File: config.mk
export PLATFORM = sky130hd
export DESIGN_NAME = winner_scan
export DESIGN_NICKNAME = d
export VERILOG_FILES = /design/src/rtl/winner_scan.sv
export SDC_FILE = /design/constraint.sdc
export NUM_CORES = 1
export LEC_CHECK = 0
export CORE_MARGIN = 10
export CORE_UTILIZATION = 45
export CTS_BUF_LIST = sky130_fd_sc_hd__clkbuf_2
export DETAILED_ROUTE_END_ITERATION = 8
export PLACE_DENSITY = 0.69
export SLEW_MARGIN = 20
export SYNTH_ARGS = -nofsm -noshare
export SYNTH_HDL_FRONTEND = slang
export SYNTH_SLANG_ARGS = --single-unit
File: constraint.sdc
create_clock -name clk -period 3.1 [get_ports clk]
set_clock_uncertainty 0.05 [all_clocks]
set_input_delay 0.62 -clock clk [delete_from_list [all_inputs] [get_ports clk]]
set_output_delay 0.62 -clock clk [all_outputs]
set_load 0.005 [all_outputs]
File: src/rtl/winner_scan.sv
// winner_scan: snapshots CANDS counts on start, then compares one per clock; done pulses CANDS cycles after start.
// No backpressure: start is ignored while busy. Optional abort input via `WINNER_SCAN_ABORT_EN.
module winner_scan #(
  parameter int WIDTH = 4,
  parameter int CANDS = 4,
  parameter int IDX_W = $clog2(CANDS)
) (
  input  logic                   clk,
  input  logic                   reset,
  input  logic                   start,
  input  logic [CANDS*WIDTH-1:0] counts,
  output logic                   busy,
  output logic                   done,
  output logic [IDX_W-1:0]       winner,
  output logic [WIDTH-1:0]       max_count,
  output logic                   tie
`ifdef WINNER_SCAN_ABORT_EN
  ,
  input  logic                   abort
`endif
);

  typedef enum logic [1:0] {IDLE, SCAN, DONE} state_t;

  state_t           state, state_nxt;
  logic [WIDTH-1:0] snap [CANDS];
  logic [WIDTH-1:0] work_max, max_nxt;
  logic [IDX_W-1:0] work_idx, idx_nxt, ptr;
  logic             work_tie, tie_nxt;
  logic             last, abort_req;

`ifdef WINNER_SCAN_ABORT_EN
  assign abort_req = abort;
`else
  assign abort_req = 1'b0;
`endif

  assign last = (ptr == IDX_W'(CANDS - 1));
  assign busy = (state != IDLE);
  assign done = (state == DONE);

  // Strict greater-than keeps the lowest index on equal counts.
  always_comb begin
    max_nxt = work_max;
    idx_nxt = work_idx;
    tie_nxt = work_tie;
    if (snap[ptr] > work_max) begin
      max_nxt = snap[ptr];
      idx_nxt = ptr;
      tie_nxt = 1'b0;
    end else if (snap[ptr] == work_max) begin
      tie_nxt = 1'b1;
    end
  end

  always_comb begin
    state_nxt = state;
    case (state)
      IDLE:    if (start) state_nxt = SCAN;
      SCAN: begin
        if (abort_req)  state_nxt = IDLE;
        else if (last)  state_nxt = DONE;
      end
      DONE:    state_nxt = IDLE;
      default: state_nxt = IDLE;
    endcase
  end

  always_ff @(posedge clk or posedge reset) begin
    if (reset) state <= IDLE;
    else       state <= state_nxt;
  end

  always_ff @(posedge clk or posedge reset) begin
    if (reset) begin
      for (int i = 0; i < CANDS; i++) snap[i] <= '0;
      work_max  <= '0;
      work_idx  <= '0;
      work_tie  <= 1'b0;
      ptr       <= '0;
      winner    <= '0;
      max_count <= '0;
      tie       <= 1'b0;
    end else begin
      case (state)
        IDLE: begin
          if (start) begin
            for (int i = 0; i < CANDS; i++) snap[i] <= counts[i*WIDTH +: WIDTH];
            work_max <= counts[WIDTH-1:0];
            work_idx <= '0;
            work_tie <= 1'b0;
            ptr      <= IDX_W'(1);
          end
        end
        SCAN: begin
          if (!abort_req) begin
            work_max <= max_nxt;
            work_idx <= idx_nxt;
            work_tie <= tie_nxt;
            ptr      <= ptr + IDX_W'(1);
            // Results only move on the edge into DONE; an abort leaves them untouched.
            if (last) begin
              winner    <= idx_nxt;
              max_count <= max_nxt;
              tie       <= tie_nxt;
            end
          end
        end
        default: ;
      endcase
    end
  end

endmodule

After elaboration in Yosys (flattened, before gate mapping)
Cells that the tools add are included.
- logic and storage cells: 46
- flip-flop bits (word level): 34
- bits of input ports: 19
- equality and inequality tests: 6
- reduce and logical (&&, ||, !) cells: 7
- multiplexer cells: 17
- add/subtract/negate cells: 1
- bitwise logic cells: 1
- magnitude comparators: 2
- operators with widths (operator ; count):
    $mux 4 ; 4
    $pmux 2 s2 ; 3
    $bmux 4 s2 ; 1
    $mux 2 ; 4
    $pmux 4 s2 ; 1
    $reduce_and 2->1 ; 4
    $eq 2x2->1 const B ; 2
    $eq 4x4->1 ; 1
    $gt 4x4->1 ; 1
    $ne 2x2->1 const B ; 2
    $reduce_bool 2->1 ; 2
    $ge 3x3->1 const B ; 1
    $mux 1 ; 3
    $not 2->3 ; 1
    $add 2x1->2 const B ; 1
    $eq 2x1->1 const B ; 1
    $logic_not 2->1 ; 1
    $pmux 1 s2 ; 1

Longest topological paths before layout
- depth in word-level cells: 8
- depth in mapped cells: 10
- mapped depth without buffers: 8

Worst setup path after synthesis
OpenSTA, ideal clock, no wires.
- path type: register to register
- from: register ptr[0]
- to: register work_max[2]
- path slack: 0.690 ns
- arrival: 2.234 ns
- path buffers: 1
- cell stages (with the launch flop): 9
- required time: 2.924 ns
- cell sequence: dfrtp_1 -> buf_6 -> mux4_1 -> ha_1 -> nor2b_1 -> o211ai_1 -> nand2_1 -> nand2_1 -> a311o_1
- longest elaborated chain between the ends: 7
- ends and longest elaborated chain (item ; line ; text):
    from (decl) ; 28 ; logic [IDX_W-1:0] work_idx, idx_nxt, ptr;
    from (signal assigned) ; 100 ; ptr <= ptr + IDX_W'(1);
    $not 2->3 (implied by the code) * ; 47, 48 ;
    $bmux 4 s2 * ; 47, 48 ;
    $mux 4 (implied by the code) * (2 in series) ; 47, 48 ;
    $gt 4x4->1 ; 47 ; if (snap[ptr] > work_max) begin
    $mux 4 * ; 47 ;
    $pmux 4 s2 * ; 85 ; case (state)
    to (signal assigned) ; 89 ; work_max <= counts[WIDTH-1:0];
    to (signal assigned) ; 97 ; work_max <= max_nxt;
    to (decl) ; 27 ; logic [WIDTH-1:0] work_max, max_nxt;
Every way passes the cells marked *; elsewhere a longest branch is shown, timed or not. The select of a mux whose other input is x is not followed.
A chain may end at the register's enable or synchronous reset.

Worst setup path after layout
- from: register ptr[0]
- to: register work_idx[1]
- longest elaborated chain between the ends: 7
- ends and longest elaborated chain (item ; line ; text):
    $not 2->3 (implied by the code) ; 47 ;
    $bmux 4 s2 ; 47 ;
    $mux 4 (implied by the code) (2 in series) ; 47 ;
    $gt 4x4->1 ; 47 ;
    $mux 2 ; 47 ;
    $pmux 2 s2 ; 85 ;
    to (signal assigned) ; 98 ; work_idx <= idx_nxt;
    to (decl) ; 28 ;
No other way between the ends. The select of a mux whose other input is x is not followed.

==> impl_metrics.ini <==
[drt]
dr.pass1.iters = 4
viasPerCell = 5.66
num_vias = 1308
drt_iter0_drc = 177
drc = 0
antenna_left = 0
wl_um = 3790
wl_per_cell_um = 16.4

[timing]
fin_setup_tns_ns = 0
tightest_slew_ns = 0.628
period_share = 0.816
timing.fmax_mhz = 395
maxSlewViolCount = 0
relSlewSlack = 0.581
hold_viol_final = 0
rsz0062_at_grt = no
fin_crit_ns = 2.53
setup_viol = 0
worst_hold_slack_ns = 0.475

[die]
die_w_um = 82.3
rows = 22
dieArea_um2 = 6780
die_h_um = 82.3
num_io_pins = 28
start_util = 0.471
coreArea_um2 = 3720

[final_layout]
fillerInstances = 345
syn2layout_area_growth_pct = 18.7
layout-drive-gt1-share = 0.169
utilization = 0.559
fin_nets = 206
antennaDiodeCount = 0

[job]
drv_cap = 0

[min_path]
hold_path_depth = 1
min_from = snap[7]$_DFFE_PP0P_
worstHoldEndpoint = snap[7]$_DFFE_PP0P_
hold_class = reg2reg

[critical_path]
endpoint_kind = flip-flop
path_delay_family = multiplexers
crit_type = reg2reg
cp.required_ns = 3.32
crit_buf_inv = 0
path_max_fanout = 9
path_cells = mux4_1 -> ha_1 -> nor2b_1 -> o211ai_1 -> nand2_1 -> nand2_1 -> o311ai_0
start_kind = flip-flop
rr_startpoint = ptr[0]$_DFFE_PP0P_
timing.reg2reg.setup_slack_ns = 0.57
cpMaxStageDelayCell = mux4_1
cp.arrival_ns = 2.75
ff2ff_path_depth = 7
regToRegEndpoint = work_idx[1]$_DFFE_PP0P_
crit_top_cell = nand2_1
crit_cells = 7
slowest_delay_ns = 0.62

[synth]
synth_top_area_frac = 0.486
postSynthAreaPerCell_um2 = 11.3
yosysSeqAreaShare = 0.486
yosysWarnings = 0
syn_area_um2 = 1750
syn_inst = 155
yosys.area.top_type = dfrtp_1
synth.net_count = 179
synth_seq_cells = 34
ys_types = 34
synth_area_leaders = dfrtp_1 (49%), mux2_2 (10%), mux4_1 (4.5%)

[clock_tree]
clockRootBuffer = clkbuf_2
clk_latency_ns = 0.38
clockBufferDepth = 2
tritoncts = built
postCtsResizedCells = 0
cts_hold_buf = 0
clock_sinks = 34
path_clk_slew_ns = 0.17
h-tree-depth = 2
numCtsBuffers = 5
cts_setup_buffers = 0

[power_and_ir_drop]
vdd_ir_drop_max_v = 0.000480
fin_total_pwr_mw = 2.44
p_leak_nw = 0.874
power_density_nw_per_um2 = 1170

[global_routing]
grtUsageTotal = 0.120
first_global_vias = 1360
grt_overflow = 0
grt_max_degree = 35
antenna_found_initial = 0
grt_pass1_wl_um = 6330

[placed_design]
post-dp-hpwl_um = 2830
place.gp.congestion = 0.858
portBuffers = 27

[status]
status = finished clean
cell type report:
type	count	area [µm²]	share of cell area
flip-flops and latches	34	851	0.410
multi-input cells	105	816	0.393
repair buffers	29	285	0.137
well taps	48	60.1	0.0289
clock buffers	6	30.0	0.0145
inverters	7	26.3	0.0127
clock inverters	2	8.76	0.00422
Yosys cell counts:
master    count
buf_2         3
and4_2        1
nand4_1       4
mux2_2       16
or2_2         1
nand3b_1      2
a31oi_1       5
dfrtp_1      34
mux4_1        3
a22oi_1       2
nor2b_1       2
clkbuf_1      3
a311o_1       1
and2_1        1
a21oi_1       7
nor2_8        1
nor3_1        1
o21bai_1      1
buf_4         1
and2_2        1
ha_1          5
mux4_2        1
mux2i_1       1
o311ai_0      2
nand2b_1      1
buf_6         2
nand3_1       6
nand2_1      12
inv_1         7
a22o_1        2
o211ai_1      8
nor2_1       10
o21ai_0       7
nor2_2        1
cell families after synthesis:
kind of cell,Yosys count,share of synthesized area
AOI/OAI and AO/OA,35,0.131
adders and majority gates,5,0.0358
buffers and inverters,16,0.0472
DFF,34,0.486
muxes,21,0.167
and+or+nand+nor,44,0.133
worst reg2reg max path: cells and delay by family, from the launching register on:
kind	cells	cell delay (ns)
muxes	1	0.62
DFF	1	0.42
and+or+nand+nor	3	0.53
adders and majority gates	1	0.34
AOI/OAI and AO/OA	2	0.48
metrics by stage:
stage                     std cells  setup WS, ns  area (µm²)
after floorplan                 155         0.690        1750
after global placement          223         0.681        2040
after detailed placement        223         0.599        2040
after CTS                       231         0.577        2080
after global routing            231         0.401        2080
final                           231         0.570        2080
layout by cell type, fill, tap and decap left out, drive strengths merged, types with 4 or more instances in the layout:
| cell type | netlist | layout |
|---|---|---|
| inv | 7 | 7 |
| dfrtp | 34 | 34 |
| mux2 | 16 | 16 |
| nand2 | 12 | 12 |
| a31oi | 5 | 5 |
| mux4 | 4 | 4 |
| nand4 | 4 | 4 |
| nor2 | 12 | 12 |
| ha | 5 | 5 |
| a21oi | 7 | 7 |
| o211ai | 8 | 8 |
| o21ai | 7 | 7 |
| nand3 | 6 | 6 |
| clkdlybuf4s50 | 0 | 27 |
| clkbuf | 3 | 6 |
sequential cells by signal (all words and copies together) (netlist names):
signal	flops
work_max	4
work_idx	2
ptr	2
state	2
max_count	4
snap	16
work_tie	1
tie	1
winner	2
how the worst max path moves through the flow:
stage	start	end	slack, ns
6_report	ptr[0]$_DFFE_PP0P_	work_idx[1]$_DFFE_PP0P_	0.57
5_1_grt	ptr[0]$_DFFE_PP0P_	work_idx[1]$_DFFE_PP0P_	0.40
4_1_cts	ptr[0]$_DFFE_PP0P_	work_idx[1]$_DFFE_PP0P_	0.58
3_5_place_dp	ptr[0]$_DFFE_PP0P_	work_max[2]$_DFFE_PP0P_	0.60
3_3_place_gp	ptr[0]$_DFFE_PP0P_	work_max[2]$_DFFE_PP0P_	0.68
2_1_floorplan	ptr[0]$_DFFE_PP0P_	work_max[2]$_DFFE_PP0P_	0.69
power breakdown:
group / leakage [nW] / total, mW / switching, mW / internal, mW
Sequential: 0.407 / 0.842 / 0.177 / 0.665
Clock: 0.0304 / 0.199 / 0.144 / 0.0554
Combinational: 0.436 / 1.40 / 0.750 / 0.647
per-layer routing:
metal	GRT usage	routed length (µm)	share of wire
met2	0.204	1870	0.49
met5	0	0	0
met3	0.0454	273	0.072
met1	0.138	1610	0.42
met4	0.0340	37	0.0098
No activity file was read; power rests on OpenSTA's default activity.
